<file path="src/rtl/sc_pkg.sv">
// Shared types and helpers for the stochastic stream generator.
package sc_pkg;

    typedef enum logic {
        IDLE = 1'b0,
        RUN  = 1'b1
    } sc_state_e;

    // Right-shift Galois feedback masks giving a maximal-length sequence for each width.
    function automatic logic [15:0] lfsr_taps(input int width);
        case (width)
            4:       return 16'h000C;
            5:       return 16'h0014;
            6:       return 16'h0030;
            7:       return 16'h0060;
            8:       return 16'h00B8;
            9:       return 16'h0110;
            10:      return 16'h0240;
            11:      return 16'h0500;
            12:      return 16'h0E08;
            13:      return 16'h1C80;
            14:      return 16'h3802;
            15:      return 16'h6000;
            16:      return 16'hB400;
            default: return 16'h0000;
        endcase
    endfunction

    function automatic int sc_len(input int width);
        return (1 << width) - 1;
    endfunction

    localparam int DEFAULT_WIDTH = 8;
    localparam int DEFAULT_LEN   = sc_len(DEFAULT_WIDTH);

endpackage

</file>
<file path="src/rtl/sc_lfsr.sv">
// Galois LFSR shared by all channels; load (back to SEED) takes priority over step.
module sc_lfsr
    import sc_pkg::*;
#(
    parameter int          WIDTH = 8,
    parameter int unsigned SEED  = 1
) (
    input  logic             clk,
    input  logic             rst_n,
    input  logic             load,
    input  logic             step,
    output logic [WIDTH-1:0] state
);

    localparam logic [15:0]      TAPS_FULL = lfsr_taps(WIDTH);
    localparam logic [WIDTH-1:0] TAPS      = TAPS_FULL[WIDTH-1:0];
    localparam logic [WIDTH-1:0] SEED_V    = WIDTH'(SEED);

    always_ff @(posedge clk or negedge rst_n) begin
        if (!rst_n) begin
            state <= SEED_V;
        end else if (load) begin
            state <= SEED_V;
        end else if (step) begin
            state <= state[0] ? ((state >> 1) ^ TAPS) : (state >> 1);
        end
    end

endmodule

</file>
<file path="src/rtl/sc_stream_gen.sv">
// Multi-channel stochastic number generator: one LEN-beat bitstream per latched value.
// Optional SC_DECORR_EN: channel i compares against the LFSR rotated left by i, decorrelating streams.
module sc_stream_gen
    import sc_pkg::*;
#(
    parameter int          WIDTH    = 8,
    parameter int          CHANNELS = 4,
    parameter int unsigned SEED     = 1
) (
    input  logic                      clk,
    input  logic                      rst_n,
    input  logic                      in_valid,
    output logic                      in_ready,
    input  logic [CHANNELS*WIDTH-1:0] in_value,
    output logic                      out_valid,
    input  logic                      out_ready,
    output logic [CHANNELS-1:0]       out_bits,
    output logic                      out_last,
    output logic                      busy
);

    localparam logic [WIDTH-1:0] LAST_CNT = WIDTH'(sc_len(WIDTH) - 1);

    if (WIDTH < 4 || WIDTH > 16) begin : g_bad_width
        $error("sc_stream_gen: WIDTH must be in 4..16");
    end
    if ((SEED % (1 << WIDTH)) == 0) begin : g_bad_seed
        $error("sc_stream_gen: SEED must be a nonzero WIDTH-bit value");
    end

    sc_state_e                 state, next_state;
    logic [WIDTH-1:0]          cnt;
    logic [CHANNELS*WIDTH-1:0] values;
    logic [WIDTH-1:0]          lfsr;
    logic                      load, step;

    sc_lfsr #(.WIDTH(WIDTH), .SEED(SEED)) u_lfsr (
        .clk   (clk),
        .rst_n (rst_n),
        .load  (load),
        .step  (step),
        .state (lfsr)
    );

    always_ff @(posedge clk or negedge rst_n) begin
        if (!rst_n) begin
            state <= IDLE;
        end else begin
            state <= next_state;
        end
    end

    // Both ports are valid/ready: a transfer happens on a rising edge where valid and ready are both high;
    // the producer holds its data stable until then, and neither side waits on the other's ready combinationally.
    always_comb begin
        next_state = state;
        in_ready   = 1'b0;
        out_valid  = 1'b0;
        busy       = 1'b0;
        load       = 1'b0;
        step       = 1'b0;
        case (state)
            IDLE: begin
                in_ready = 1'b1;
                if (in_valid) begin
                    load       = 1'b1;
                    next_state = RUN;
                end
            end
            RUN: begin
                out_valid = 1'b1;
                busy      = 1'b1;
                if (out_ready) begin
                    step = 1'b1;
                    if (cnt == LAST_CNT) begin
                        next_state = IDLE;
                    end
                end
            end
            default: next_state = IDLE;
        endcase
    end

    always_ff @(posedge clk or negedge rst_n) begin
        if (!rst_n) begin
            cnt    <= '0;
            values <= '0;
        end else if (load) begin
            cnt    <= '0;
            values <= in_value;
        end else if (step) begin
            cnt <= cnt + WIDTH'(1);
        end
    end

    assign out_last = out_valid && (cnt == LAST_CNT);

    // LFSR never holds zero, so rnd spans 0..LEN-1 exactly once per period.
    for (genvar i = 0; i < CHANNELS; i++) begin : g_ch
        logic [WIDTH-1:0] rnd_src;
        logic [WIDTH-1:0] rnd;
        logic [WIDTH-1:0] val;
`ifdef SC_DECORR_EN
        localparam int ROT = i % WIDTH;
        assign rnd_src = (lfsr << ROT) | (lfsr >> (WIDTH - ROT));
`else
        assign rnd_src = lfsr;
`endif
        assign rnd         = rnd_src - WIDTH'(1);
        assign val         = values[i*WIDTH +: WIDTH];
        assign out_bits[i] = (state == RUN) && (rnd < val);
    end

endmodule

</file>
<file path="config.mk">
export PLATFORM = sky130hd
export DESIGN_NAME = sc_stream_gen
export DESIGN_NICKNAME = d
export VERILOG_FILES = /design/src/rtl/sc_pkg.sv /design/src/rtl/sc_lfsr.sv /design/src/rtl/sc_stream_gen.sv
export SDC_FILE = /design/constraint.sdc
export NUM_CORES = 1
export LEC_CHECK = 0
export CORE_ASPECT_RATIO = 0.5
export CORE_UTILIZATION = 45
export CTS_CLUSTER_DIAMETER = 80
export DETAILED_ROUTE_END_ITERATION = 10
export PLACE_DENSITY = 0.66
export SLEW_MARGIN = 20
export SYNTH_ARGS = -nofsm -noshare
export SYNTH_HDL_FRONTEND = slang
export SYNTH_HIERARCHICAL = 1
export SYNTH_SLANG_ARGS = --single-unit
</file>
<file path="constraint.sdc">
create_clock -name clk -period 3.2 [get_ports clk]
set_input_delay 0.32 -clock clk [delete_from_list [all_inputs] [get_ports clk]]
set_output_delay 0.32 -clock clk [all_outputs]
set_load 0.1 [all_outputs]
</file>
Word level (Yosys, flattened, before mapping):

Cells that the tools add are included.
Widths: inputs -> output; s select.

* bits in registers: 49
* output and inout bits: 8
* word-level logic and storage cells: 33

* $add $sub $neg: 2
* $lt $le $gt $ge: 4
* equal/unequal tests: 1
* multiplexer cells: 14
* bitwise gates (word level): 2
* reductions and logical operators: 6

Operators by type and width (number)
* $mux 8: 5
* $lt 8x8->1: 4
* $add 8x1->8 const B: 1
* $eq 8x8->1 const B: 1
* $mux 1: 8
* $sub 8x1->8 const B: 1
* $logic_and 1x1->1: 5
* $not 3->4: 1
* $pmux 1 s2: 1
* $reduce_bool 2->1: 1
* $not 1->1: 1

Depth between registers and ports, before layout:

Gate-level depths: netlist of run 1.

* depth after elaboration: 4
* mapped depth: 8
* depth with buffers taken out: 8

Hierarchy:

The synthesis of run 1 kept the hierarchy.

By module, submodules not included
* sc_stream_gen: times used 1, cells an instance 267, area each 2482.4 sq um, seq. area each 1026.0 sq um
* sc_lfsr: times used 1, cells an instance 29, area each 340.3 sq um, seq. area each 201.4 sq um

Worst setup path after synthesis of run 1:

OpenSTA, ideal clock, no wires.

* kind: register to output
* from: register u_lfsr.state[0]
* to: output port out_bits[0]
* arrival: 3.605 ns
* required time: 2.880 ns
* slack: -0.725 ns
* cell stages (with the launch flop): 9
* buffers on the path: 0
* cell sequence: dfstp_2 inv_1 ha_1 nand2_1 xnor2_1 ha_1 a21oi_1 nor2b_1 a2111oi_2

* longest elaborated chain between the ends: 3

Ends and longest elaborated chain
* start, declared: RTL line sc_lfsr.sv:12 `output logic [WIDTH-1:0] state`
* start signal, assigned: RTL line sc_lfsr.sv:25 `state <= state[0] ? ((state >> 1) ^ TAPS) : (state >> 1);`
* $sub 8x1->8: RTL line sc_stream_gen.sv:109 `assign rnd = rnd_src - WIDTH'(1);`
* $lt 8x8->1: RTL line sc_stream_gen.sv:111 `assign out_bits[i] = (state == RUN) && (rnd < val);`
* $logic_and 1x1->1: RTL line sc_stream_gen.sv:111
* end, declared: RTL line sc_stream_gen.sv:17 `output logic [CHANNELS-1:0] out_bits,`

Every way passes these cells.

Worst setup path after layout of run 1:

* from: register u_lfsr.state[5]
* to: output port out_bits[3]

The elaborated chain is that of the path after synthesis.

==> impl_summary.log, run 1 <==
[metrics] run status: complete, no violations
[metrics] summed instance area of the synthesized netlist: 2820 µm²
[metrics] count of inserted antenna diode cells: 0
[metrics] met2 layer wire length in the routed design: 2630 µm
[metrics] Main synth FF type: dfrtp_1
[metrics] Synth cell types: 45
[metrics] Post-Layout Cell Count: 425
[metrics] Critical Path AT: 2.71 ns
[metrics] post-route clock period utilization: 0.946
[metrics] clock share of power: 0.171
[metrics] Max Transition Viols Final: 0
[metrics] library cell with the highest instance count after synthesis: nand2_1
[metrics] 1st-pass router iterations: 4
[metrics] vias per cell: 5.04
[metrics] number of hold buffers added after CTS: 0
[metrics] height of the die: 58.0 µm
[metrics] cell internal pwr: 1.72 mW
[metrics] Synth Instances: 296
[metrics] most frequent cells after synthesis: 51 x nand2_1, 48 x dfrtp_1, 35 x inv_1
[metrics] initial core utilization: 0.491
[metrics] Area growth syn-to-layout: 26.2%
[metrics] top routing layer in use: met4
[metrics] Mapped Avg Cell Area: 9.54 µm²
[metrics] # clock sinks: 49
[metrics] Data required, critical path: 2.88 ns
[metrics] most area-consuming cells after synthesis: dfrtp_1 43%, ha_1 14%, nand2_1 6.8%
[metrics] Period minus WS final: 3.03 ns
[metrics] Die Wd: 114 µm
[metrics] max-capacitance violation count: 0
[metrics] maximum fanout encountered on the critical timing path: 4
[metrics] number of hold violations in the final report: 0
[metrics] sequential fraction of design power: 0.304
[metrics] Cell Pwr Density: 828 nW/µm²
[metrics] global route overflow: 0
[metrics] fraction of power spent switching nets: 0.417
[metrics] maximum number of pins on one net before global-route repair: 71
[metrics] type of the worst setup path: flop to primary output
[metrics] share of layout cells above drive strength 1: 0.103
[metrics] All-Layer GR Usage: 0.200
[metrics] Leak: 1.65 nW
[metrics] number of DRC violations after detailed routing: 0
[metrics] total of warnings raised by yosys: 6
[metrics] number of setup violations in the final report: 0
[metrics] number of enable-type register cells in the synthesized netlist: 0
[metrics] worst clock skew: 0.00461 ns
[metrics] actual transition at the worst max-transition pin: 0.639 ns
[metrics] gpl congestion: 0.776
[metrics] register area share after synthesis: 0.435
[metrics] FFs w/ async S/R, synth: 1.00
[metrics] Comb pwr share: 0.525
[metrics] post-route cell area: 3560 µm²
[metrics] total nets after synthesis: 363
[metrics] Total Power: 2.95 mW
[metrics] HPWL Detailed: 4310 µm
[metrics] Setup crit start kind: flop
[metrics] Peak VDD IR: 311 µV
[metrics] number of top-level pins: 44
[metrics] Yosys top cell area share: 0.426
[metrics] post-placement cell area: 3360 µm²
[metrics] DR iter-0 viols: 91
[metrics] root buffer selected by CTS: clkbuf_16
[metrics] number of global-route vias before repair: 2170
[metrics] class of the tightest hold or removal check: primary input to asynchronous set/reset pin
[metrics] post-synthesis cell type with the largest combined area: dfrtp_1
[metrics] Slew Limit Headroom: 0.574
[metrics] number of flip-flops and latches in the synthesized netlist: 49
[metrics] final setup TNS: 0 ns
[metrics] total routed wirelength: 5920 µm
[metrics] switching power: 1.23 mW
[metrics] H-tree depth: 2
[metrics] # placed instances: 413
[metrics] number of antenna-violating nets in the routed design: 0
[metrics] wire length on met3: 220 µm
[metrics] final core utilization: 0.619
[metrics] maximum clock insertion buffer count: 2
[metrics] setup repair after global routing missed its margin: no
[metrics] global-route wire length before repair: 10000 µm
[metrics] number of antenna violations at the first check in global routing: 0
[metrics] detailed-route wire length per cell: 13.9 µm
[metrics] placement row count: 19
[metrics] NumNets Final: 407
[metrics] Clk Latency, worst-skew pair: 0.28 ns
[metrics] Via Count: 2143
[metrics] Port-buffer cells: 43
[metrics] Die Outline Area: 6610 µm²
[metrics] Worst-path clk slew: 0.06 ns
[metrics] Core ar.: 5750 µm²
[metrics] length of routed wiring on met1: 3030 µm
[metrics] number of CTS-inserted buffers: 5
[metrics] kind of end point of the critical path: primary output
[metrics] clock tree from TritonCTS: yes
[metrics] highest clock frequency the design can meet: 330 MHz
## final timing paths
| kind | startpoint | to | slack [ns] | depth (start not counted) |
|---|---|---|---|---|
| setup / recovery | u_lfsr/state[5] | out_bits[3] | 0.17 | 8 |
| hold / removal | rst_n | state | 0.06 | 1 |
| setup reg to reg | state | cnt[4] | 1.38 | 4 |
| hold reg to reg | values[8] | values[8] | 0.48 | 2 |
| max in group asynchronous | rst_n | values[3] | 2.73 | 1 |
| min in group clk | values[8] | values[8] | 0.48 | 2 |
## kinds of logic after synthesis
logic type      after synthesis  synth area share
compound gates               68             0.163
xor+xnor                     10            0.0310
fa+ha+maj                    31             0.137
buf+inv                      47            0.0767
flops                        49             0.435
mux                           4            0.0142
simple gates                 87             0.143
## critical path, stage by stage, from the launching register on
cell       delay, ns
dfrtp_1         0.45
nor4_2          0.37
nand2_1         0.14
xnor2_2         0.28
ha_1            0.31
a21oi_1         0.14
nor2b_1         0.08
a2111oi_4       0.42
buf_12          0.23
## per-stage QoR
| stage | hold slack (ns) | setup slack (ns) |
|---|---|---|
| detailed placement | 0.464 | 0.290 |
| CTS | 0.289 | 0.0103 |
| global route | 0.105 | 0.0121 |
| global placement | 0.464 | 0.362 |
| floorplan | 0.0244 | 0.0133 |
| finish | 0.0562 | 0.172 |
## flip-flops by register name, summed over array words and instances, names as in the netlist
| register | cells |
|---|---|
| cnt | 8 |
| state | 1 |
| u_lfsr/state | 8 |
| values | 32 |
## metal layers
layer | global-route usage | vias to the layer above
met5 | 0 | -
met2 | 0.334 | 27
met4 | 0.0445 | 0
met1 | 0.265 | 1002
li1 | - | 1110
met3 | 0.0513 | 4
## power by group through the flow
| stage | combinational (mW) | sequential (mW) | clock [mW] |
|---|---|---|---|
| floorplan | 1.06 | 0.862 | 0 |
| global placement | 1.45 | 0.889 | 0 |
| global route | 1.70 | 0.916 | 0.549 |
| detailed placement | 1.49 | 0.902 | 0 |
| CTS | 1.51 | 0.895 | 0.521 |
| finish | 1.55 | 0.897 | 0.505 |
## final cells by class
class / count / area, µm²
Fill cell: 512 / 2190
Tap cell: 84 / 105
Sequential cell: 49 / 1230
Timing Repair Buffer: 48 / 495
Clock buffer: 8 / 136
Multi-Input combinational cell: 200 / 1460
Inverter: 36 / 138
## timing repair
item | 4_1_cts | 5_1_grt
resized for setup | 2 | 3
setup buffers | 0 | 4
pin swaps | 0 | 1
setup endpoints to repair | 2 | 4
## cells in the final DEF (no fill, tap or decap), types with 4 or more instances in the layout
cell type | netlist | routed
a211oi_1 | 5 | 5
a21oi_1 | 6 | 5
buf_12 | 0 | 4
buf_4 | 5 | 10
clkbuf_16 | 0 | 5
clkdlybuf4s50_1 | 0 | 34
dfrtp_1 | 48 | 48
ha_1 | 31 | 31
inv_1 | 35 | 35
mux2i_1 | 4 | 4
nand2_1 | 51 | 51
nand3_1 | 6 | 6
nor2_1 | 10 | 10
nor2b_1 | 4 | 4
o211ai_1 | 4 | 4
o21ai_1 | 31 | 31
xnor2_1 | 7 | 5
Power figures use the tool's default switching activity.
==> inputs of run 2 (changes only) <==
Settings changed: CTS_CLUSTER_SIZE from default to 8.
==> results of run 2 <==
The final DEF is identical to that of run 1; final timing and power are the same.
